<file path="config.mk">
export PLATFORM = sky130hd
export DESIGN_NAME = input_debouncer
export DESIGN_NICKNAME = d
export VERILOG_FILES = /design/src/rtl/input_debounce_pkg.sv /design/src/rtl/input_debouncer_channel.sv /design/src/rtl/input_debouncer.sv
export SDC_FILE = /design/constraint.sdc
export NUM_CORES = 1
export LEC_CHECK = 0
export CORE_ASPECT_RATIO = 0.75
export CORE_MARGIN = 8
export CORE_UTILIZATION = 50
export DETAILED_ROUTE_END_ITERATION = 10
export GPL_ROUTABILITY_DRIVEN = 1
export MAX_ROUTING_LAYER = met4
export PLACE_DENSITY = 0.81
export SYNTH_ARGS = -nofsm -noshare
export SYNTH_HDL_FRONTEND = slang
export SYNTH_SLANG_ARGS = --single-unit
</file>
<file path="constraint.sdc">
create_clock -name iCLK_50 -period 2.9 [get_ports iCLK_50]
set_clock_uncertainty 0.1 [all_clocks]
set_input_delay 0.58 -clock iCLK_50 [delete_from_list [all_inputs] [get_ports iCLK_50]]
set_output_delay 0.58 -clock iCLK_50 [all_outputs]
set_load 0.05 [all_outputs]
</file>
<file path="src/rtl/input_debounce_pkg.sv">
// input_debounce_pkg
//   Shared constants and types for the input debouncer.
//   DEF_TICK_DIV     : default clock cycles per sample tick (1 kHz at 50 MHz)
//   DEF_STABLE_TICKS : default ticks a new value must persist before acceptance
//   PRESS_CNT_W      : width of the optional channel-0 press counter
//   deb_state_t      : per-channel debounce state
package input_debounce_pkg;

  localparam int DEF_TICK_DIV     = 50000;
  localparam int DEF_STABLE_TICKS = 16;
  localparam int PRESS_CNT_W      = 8;

  typedef enum logic {
    STABLE   = 1'b0,
    CHANGING = 1'b1
  } deb_state_t;

endpackage

</file>
<file path="src/rtl/input_debouncer_channel.sv">
// debounce_channel
//   One debounced input bit. Only acts on sample-tick cycles: a synchronized
//   value that differs from the accepted level for STABLE_TICKS consecutive
//   ticks becomes the new level, with a one-cycle press/release strobe.
//   Ports:
//     gclk, grst_n : clock, async active-low reset
//     syncBit      : synchronized raw input
//     tick         : one-cycle sample enable
//     level        : debounced level
//     press        : strobe on debounced 0->1
//     relStb       : strobe on debounced 1->0
module debounce_channel
  import input_debounce_pkg::*;
#(
  parameter int STABLE_TICKS = DEF_STABLE_TICKS
) (
  input  logic gclk,
  input  logic grst_n,
  input  logic syncBit,
  input  logic tick,
  output logic level,
  output logic press,
  output logic relStb
);

  localparam int CNT_W = $clog2(STABLE_TICKS + 1);
  localparam logic [CNT_W-1:0] CNT_LAST = CNT_W'(STABLE_TICKS - 1);

  deb_state_t       state, stateNext;
  logic [CNT_W-1:0] cnt, cntNext, cntBase;
  logic             levelQ, levelNext;
  logic             pressQ, pressNext;
  logic             relQ, relNext;

  // state register
  always_ff @(posedge gclk or negedge grst_n) begin
    if (!grst_n) begin
      state  <= STABLE;
      cnt    <= '0;
      levelQ <= 1'b0;
      pressQ <= 1'b0;
      relQ   <= 1'b0;
    end else begin
      state  <= stateNext;
      cnt    <= cntNext;
      levelQ <= levelNext;
      pressQ <= pressNext;
      relQ   <= relNext;
    end
  end

  // next-state: a tick that sees a match discards any partial run
  always_comb begin
    stateNext = state;
    cntNext   = cnt;
    levelNext = levelQ;
    pressNext = 1'b0;
    relNext   = 1'b0;
    // a run always starts from zero when leaving STABLE
    cntBase   = (state == CHANGING) ? cnt : '0;
    if (tick) begin
      if (syncBit == levelQ) begin
        stateNext = STABLE;
        cntNext   = '0;
      end else if (cntBase == CNT_LAST) begin
        stateNext = STABLE;
        cntNext   = '0;
        levelNext = syncBit;
        pressNext = syncBit;
        relNext   = ~syncBit;
      end else begin
        stateNext = CHANGING;
        cntNext   = cntBase + 1'b1;
      end
    end
  end

  // outputs: all registered, so strobes land on the same edge as the level
  always_comb begin
    level  = levelQ;
    press  = pressQ;
    relStb = relQ;
  end

endmodule

</file>
<file path="src/rtl/input_debouncer.sv">
// input_debouncer
//   Debounces and edge-detects slow board inputs on the iCLK_50 domain.
//   Two-flop synchronizer per bit, a shared sample-tick divider, and one
//   debounce_channel per bit.
//   Optional feature macro: INPUT_DEBOUNCE_COUNT_EN adds oPRESS_CNT, a
//   wrapping count of channel-0 press strobes.
//   Ports:
//     iCLK_50    : clock
//     iRST_n     : async active-low reset
//     iRAW       : raw asynchronous inputs
//     oLEVEL     : debounced levels
//     oPRESS     : one-cycle press strobes
//     oRELEASE   : one-cycle release strobes
//     oTICK      : sample tick, one cycle every TICK_DIV cycles
//     oPRESS_CNT : channel-0 press count (macro only)
module input_debouncer
  import input_debounce_pkg::*;
#(
  parameter int N_IN         = 4,
  parameter int TICK_DIV     = DEF_TICK_DIV,
  parameter int STABLE_TICKS = DEF_STABLE_TICKS
) (
  input  logic                   iCLK_50,
  input  logic                   iRST_n,
  input  logic [N_IN-1:0]        iRAW,
  output logic [N_IN-1:0]        oLEVEL,
  output logic [N_IN-1:0]        oPRESS,
  output logic [N_IN-1:0]        oRELEASE,
  output logic                   oTICK
`ifdef INPUT_DEBOUNCE_COUNT_EN
  ,
  output logic [PRESS_CNT_W-1:0] oPRESS_CNT
`endif
);

  localparam int DIV_W = $clog2(TICK_DIV);
  localparam logic [DIV_W-1:0] DIV_LAST = DIV_W'(TICK_DIV - 1);

  logic [DIV_W-1:0] div;
  logic [N_IN-1:0]  syncMeta, syncQ;

  // tick is registered: high in the cycle after div hits its last value
  always_ff @(posedge iCLK_50 or negedge iRST_n) begin
    if (!iRST_n) begin
      div   <= '0;
      oTICK <= 1'b0;
    end else begin
      oTICK <= (div == DIV_LAST);
      div   <= (div == DIV_LAST) ? '0 : div + 1'b1;
    end
  end

  always_ff @(posedge iCLK_50 or negedge iRST_n) begin
    if (!iRST_n) begin
      syncMeta <= '0;
      syncQ    <= '0;
    end else begin
      syncMeta <= iRAW;
      syncQ    <= syncMeta;
    end
  end

  for (genvar ch = 0; ch < N_IN; ch++) begin : gCh
    debounce_channel #(
      .STABLE_TICKS (STABLE_TICKS)
    ) uCh (
      .gclk    (iCLK_50),
      .grst_n  (iRST_n),
      .syncBit (syncQ[ch]),
      .tick    (oTICK),
      .level   (oLEVEL[ch]),
      .press   (oPRESS[ch]),
      .relStb  (oRELEASE[ch])
    );
  end

`ifdef INPUT_DEBOUNCE_COUNT_EN
  // wraps naturally at 2**PRESS_CNT_W
  always_ff @(posedge iCLK_50 or negedge iRST_n) begin
    if (!iRST_n)        oPRESS_CNT <= '0;
    else if (oPRESS[0]) oPRESS_CNT <= oPRESS_CNT + 1'b1;
  end
`endif

endmodule

</file>
==> impl_metrics.ini, run 1 <==
[synthesis]
number_of_warnings_printed_during_yosys_synthesis = 0
synth.ff_latch_count = 61
yosys.cell_types.count = 42
avgSynthCellArea_um2 = 11.0
netlist_area_um2 = 2910
postSynthNetCount = 276
synth-seq-area-share_pct = 52.5
postSynthCellCount = 265

[floorplanning]
rows = 24
io_pins = 19
die-area_um2 = 8540
core_region_area_um2 = 5710
die-width_um = 104
floorplan.initialDensity_pct = 51.0
die_h_um = 82.0

[placed_design]
placedInstanceArea_um2 = 3080
placed_cells_incl_taps = 345
count_of_port_buffers_added_during_placement = 18
place_hpwl_um = 3480
globalplace.congestion = 0.832

[critical_path]
worst_path_class_setup = flip-flop to output pin
cp_slowest_stage_delay_ns = 0.83
critPathRequiredTime_ns = 2.22
rrSetupSlack_ns = 1.05
timing.rr.start = gCh[2].uCh.state
reg2reg_depth = 7
worst_r2r_endpoint = gCh[2].uCh.level
crit_path_start_kind = flip-flop
setup.worst_path.end_class = output pin
path_cells = clkdlybuf4s50_1
critical_path.max_fanout = 4
timing.critical_path.arrival_ns = 1.58
worst_path_dominant_cell_family = buffers and inverters
cpMaxStageDelayCell = sky130_fd_sc_hd__clkdlybuf4s50_1
critical_path.n_buffers_inverters = 1
cp_num_cells = 1

[global_route]
grt_max_degree = 33
global_route.usage.total_pct = 13.4
grt_overflow = 0
grt_pass1_vias = 1926
grt_antenna_before_repair = 0
grt_pass1_wl_um = 8710

[clock_network]
cts_clk_pin_slew_worst_paths_ns = 0.06
cts_hold_buffers = 0
post_cts_setup_buffer_count = 0
max-clock-path-buffers = 2
tritoncts = done
clkSinkCount = 61
worst_skew_pair.late_latency_ns = 0.33
cts_root_buf = sky130_fd_sc_hd__clkbuf_8
cts-buffers-inserted = 9
post_cts_resized = 0
h-tree-depth = 3

[final_layout]
mostFrequentLayoutCells = 61 x sky130_fd_sc_hd__dfrtp_1, 28 x sky130_fd_sc_hd__nor2_1, 21 x sky130_fd_sc_hd__nand3_1
final.fill_count = 459
final-instance-count-excl-fill = 359
layout.cell_area.non_filler_um2 = 3260
drive_above_1_share_pct = 12.1
flow.area_growth_from_synthesis_pct = 12.2
multiInputGateArea_um2 = 1210
seq_area_um2 = 1530
nNetsFinal = 289
layout.cells.most_common = sky130_fd_sc_hd__dfrtp_1
num_antenna_cells = 0

[route]
drt-pass1-iter-count = 4
first_iter_violations = 95
antenna_left = 0
wirelength_um = 4940
remaining_drc_errors = 0
vias = 1906
drt-wirelength-per-cell_um = 13.8
avgViaCountPerCell = 5.31

[timing]
slew_headroom_pct = 53.1
slew_of_the_pin_with_the_lowest_slew_margin_ns = 0.704
setup_viol_count_final = 0
post-route-period-util_pct = 77.9
hold_viol_final = 0
finalSetupTns_ns = 0
period_minus_slack_ns = 2.26
clock.fmax_mhz = 443
finalMaxSlewViolations = 0
grt_setup_unrepaired = false
fin_hold_ws_ns = 0.195

[worst_hold_path]
hp-class = input port to asynchronous set/reset pin

[run]
maxCapViolations = 0

[status]
run_status = completed

[pwr]
power.density_nw_per_um2 = 489
vdd_drop_max_mv = 0.307
cellLeakagePower_uw = 0.00152
## cell usage after synthesis (all sizes together)
library cell / instances / area [um2]
dfrtp: 61 / 1530
nor2: 28 / 105
nand3: 23 / 140
o21ai: 15 / 75.1
buf: 14 / 109
inv: 13 / 48.8
nand2: 12 / 45.0
xnor2: 12 / 105
xor2: 10 / 95.1
and2: 9 / 58.8
mux2: 7 / 82.6
and3: 6 / 37.5
nor3: 6 / 35.0
a31oi: 5 / 31.3
ha: 5 / 62.6
nor4: 5 / 82.6
a21o: 4 / 30.0
clkbuf: 4 / 15.0
a21boi: 3 / 22.5
a41oi: 3 / 26.3
nand4: 3 / 48.8
o22ai: 3 / 18.8
a21oi: 2 / 10.0
nand3b: 2 / 15.0
nand4b: 2 / 17.5
nor2b: 2 / 12.5
o211ai: 2 / 15.0
and4bb: 1 / 12.5
nor3b: 1 / 7.51
o21bai: 1 / 7.51
o311ai: 1 / 8.76
## worst max path at each step
stage / startpoint / end / slack (ns)
after floorplan: oTICK / gCh[1].uCh.cnt[0] / 1.21
after global placement: gCh[0].uCh.level / oLEVEL[0] / 1.01
after detailed placement: gCh[1].uCh.level / oLEVEL[1] / 0.99
after CTS: gCh[1].uCh.level / oLEVEL[1] / 0.62
after global routing: gCh[0].uCh.level / oLEVEL[0] / 0.57
final: gCh[1].uCh.level / oLEVEL[1] / 0.64
## per-stage QoR
stage / setup WS [ns] / total power (uW) / utilization [%]
2_1_floorplan: 1.21 / 883 / -
3_5_place_dp: 0.992 / 912 / 54.0
3_3_place_gp: 1.01 / 912 / 54.0
6_report: 0.641 / 1590 / 57.2
4_1_cts: 0.615 / 1620 / 57.2
5_1_grt: 0.565 / 1660 / 57.2
## logic make-up after synthesis
family,synth area share [%]
and+or+nand+nor,21.3
AOI/OAI and AO/OA,8.43
muxes,2.84
DFF,52.5
xor gates and xnor gates,6.88
adders and majority gates,2.15
buffers and inverters,5.94
## sequential cells by signal, indices dropped and copies added, names as in the netlist
register and count:
oTICK 1, syncMeta 4, gCh.uCh.press 4, gCh.uCh.state 4, gCh.uCh.relStb 4, gCh.uCh.cnt 20, syncQ 4, div 16
gCh.uCh.level 4
## area by class of cell
class                   instances  area share, %
inverters                      13           1.50
repair buffers                 20           6.14
clock inverters                 2           1.07
multi-input cells             173           37.1
flip-flops and latches         61           46.8
well taps                      78           2.99
clock buffers                  12           4.45
## power by group
part           internal [uW]  switching [uW]
clock                    410             290
sequential               857            4.49
combinational           11.4            22.6
total                   1280             317
## layer usage
metal | global-route usage (%) | vias up | routed length, um
met5 | - | - | 0
met4 | 6.04 | 0 | 57
met3 | 5.56 | 4 | 238
met2 | 21.6 | 37 | 2400
met1 | 14.4 | 934 | 2250
li1 | - | 931 | -
Power figures use the tool's default switching activity.
==> run 2, diff against run 1 <==
clock period = 2.2 ns   (was 2.9 ns; I/O delays follow)
==> run 2 against run 1 <==
Worst setup slack lost 0.57 ns. Critical path depth is the same. Cell count grew 1.4%. Die area is the same. Worst hold slack gained 0.052 ns. Clock power grew 18%. Combinational power grew 43%. Critical endpoint is now oLEVEL[2]. Largest cell class unchanged. Highest routed layer unchanged.
==> impl_metrics.ini, run 2 (same netlist as run 1, synthesis figures left out) <==
[critical_path]
critPathRequiredTime_ns = 1.66
worst_path_class_setup = flip-flop to output pin
cpMaxStageDelayCell = sky130_fd_sc_hd__clkdlybuf4s50_1
worst_r2r_endpoint = gCh[2].uCh.level
timing.rr.start = gCh[2].uCh.state
crit_path_start_kind = flip-flop
setup.worst_path.end_class = output pin
reg2reg_depth = 7
critical_path.max_fanout = 3
cp_slowest_stage_delay_ns = 0.83
worst_path_dominant_cell_family = buffers and inverters
critical_path.n_buffers_inverters = 1
rrSetupSlack_ns = 0.36
path_cells = clkdlybuf4s50_1
timing.critical_path.arrival_ns = 1.58

[worst_hold_path]
min_path_cells = 0
holdPathEnd = syncQ[3]
timing.hold.worst.start = syncMeta[3]
hp-class = flip-flop to flip-flop

[timing]
finalMaxSlewViolations = 0
hold_viol_final = 0
fin_hold_ws_ns = 0.247
post-route-period-util_pct = 96.6
slew_headroom_pct = 64.3
setup_viol_count_final = 0
finalSetupTns_ns = 0
slew_of_the_pin_with_the_lowest_slew_margin_ns = 0.534
grt_setup_unrepaired = false
period_minus_slack_ns = 2.12
clock.fmax_mhz = 471

[clock_network]
cts-buffers-inserted = 9
tritoncts = done
max-clock-path-buffers = 2
clkSinkCount = 61
h-tree-depth = 3
cts_root_buf = sky130_fd_sc_hd__clkbuf_8
worst_skew_pair.late_latency_ns = 0.34
post_cts_setup_buffer_count = 0
cts_clk_pin_slew_worst_paths_ns = 0.06

[floorplanning]
rows = 24
io_pins = 19
die-width_um = 104
die_h_um = 82.0
die-area_um2 = 8540
core_region_area_um2 = 5710
floorplan.initialDensity_pct = 51.0

[route]
drt-wirelength-per-cell_um = 13.6
remaining_drc_errors = 0
first_iter_violations = 61
vias = 1902
drt-pass1-iter-count = 4
antenna_left = 0
wirelength_um = 4940
avgViaCountPerCell = 5.23

[status]
run_status = completed

[global_route]
global_route.usage.total_pct = 14.0
grt_pass1_vias = 1997
grt_pass1_wl_um = 9030
grt_max_degree = 25
grt_overflow = 0
grt_antenna_before_repair = 0

[placed_design]
place_hpwl_um = 3580
placedInstanceArea_um2 = 3120
count_of_port_buffers_added_during_placement = 18
globalplace.congestion = 0.897

[final_layout]
drive_above_1_share_pct = 12.9
largestRegisters = gCh.uCh.cnt: 20 flops, div: 16 flops
top_register = gCh.uCh.cnt
mostFrequentLayoutCells = 61 x sky130_fd_sc_hd__dfrtp_1, 28 x sky130_fd_sc_hd__nor2_1, 21 x sky130_fd_sc_hd__nand3_1
nNetsFinal = 293
num_antenna_cells = 0
layout.cell_area.non_filler_um2 = 3290
layout.cells.most_common = sky130_fd_sc_hd__dfrtp_1
largest_register_ffs = 20
flow.area_growth_from_synthesis_pct = 13.1

[pwr]
power.clock.fraction_pct = 41.0
cellLeakagePower_uw = 0.00155
vdd_drop_max_mv = 0.398
p_sw_share_pct = 21.3
power_switching_uw = 428
totalPowerFinal_uw = 2010
internal_power_uw = 1580
power.density_nw_per_um2 = 610
p_comb_share_pct = 2.4
power.sequential.fraction_pct = 56.6

[run]
maxCapViolations = 0
-- run 2: cell count changes in the layout (fill, tap and decap cells not counted), sizes merged --
cell and delta:
buf +3, bufinv -1, clkbuf +1, clkdlybuf4s50 -1
clkinv +1, dlygate4sd3 +1, dlymetal6s2s +1
-- run 2: worst max-delay path by stage --
stage / startpoint / to / slack [ns] / cells past startpoint
floorplan: oTICK / gCh[1].uCh.cnt[0] / 0.51 / 3
global placement: gCh[2].uCh.level / oLEVEL[2] / 0.45 / 1
detailed placement: gCh[2].uCh.state / gCh[2].uCh.level / 0.39 / 7
CTS: gCh[3].uCh.level / oLEVEL[3] / 0.03 / 1
global route: gCh[0].uCh.level / oLEVEL[0] / 0.005 / 1
finish: gCh[2].uCh.level / oLEVEL[2] / 0.08 / 1
-- run 2: timing repair --
item,in CTS,in global routing
endpoints found under the setup margin,0,1
resized for setup,0,1
hold buffers,1,0
endpoints found under the hold margin,13,0
-- run 2: layer usage --
metal | wire (um) | share of wire, % | track usage (%)
met1 | 2250 | 46 | 15.5
met2 | 2340 | 47 | 21.2
met3 | 237 | 4.8 | 6.35
met4 | 113 | 2.3 | 7.19
met5 | 0 | 0 | -
-- run 2: cell type report --
| cell class | count | area, um2 |
|---|---|---|
| sequential | 61 | 1530 |
| clock buffer | 13 | 149 |
| clock inverter | 2 | 10.0 |
| timing repair buffer | 24 | 248 |
| fill | 491 | 2420 |
| multi-input combinational | 173 | 1210 |
| tap | 78 | 97.6 |
| inverter | 13 | 48.8 |
-- run 2: per-stage QoR --
stage	utilization, %	setup slack, ns	cells
floorplan	-	0.509	265
global placement	54.6	0.446	348
detailed placement	54.6	0.392	348
CTS	57.6	0.0268	364
global route	57.6	0.00504	364
finish	57.6	0.0751	364
-- run 2: power by group through the flow --
stage | clock [uW] | combinational [uW] | sequential [uW]
6_report | 822 | 48.6 | 1140
5_1_grt | 906 | 56.5 | 1140
4_1_cts | 860 | 50.5 | 1140
3_5_place_dp | 0 | 49.1 | 1160
3_3_place_gp | 0 | 48.7 | 1160
2_1_floorplan | 0 | 9.36 | 1160
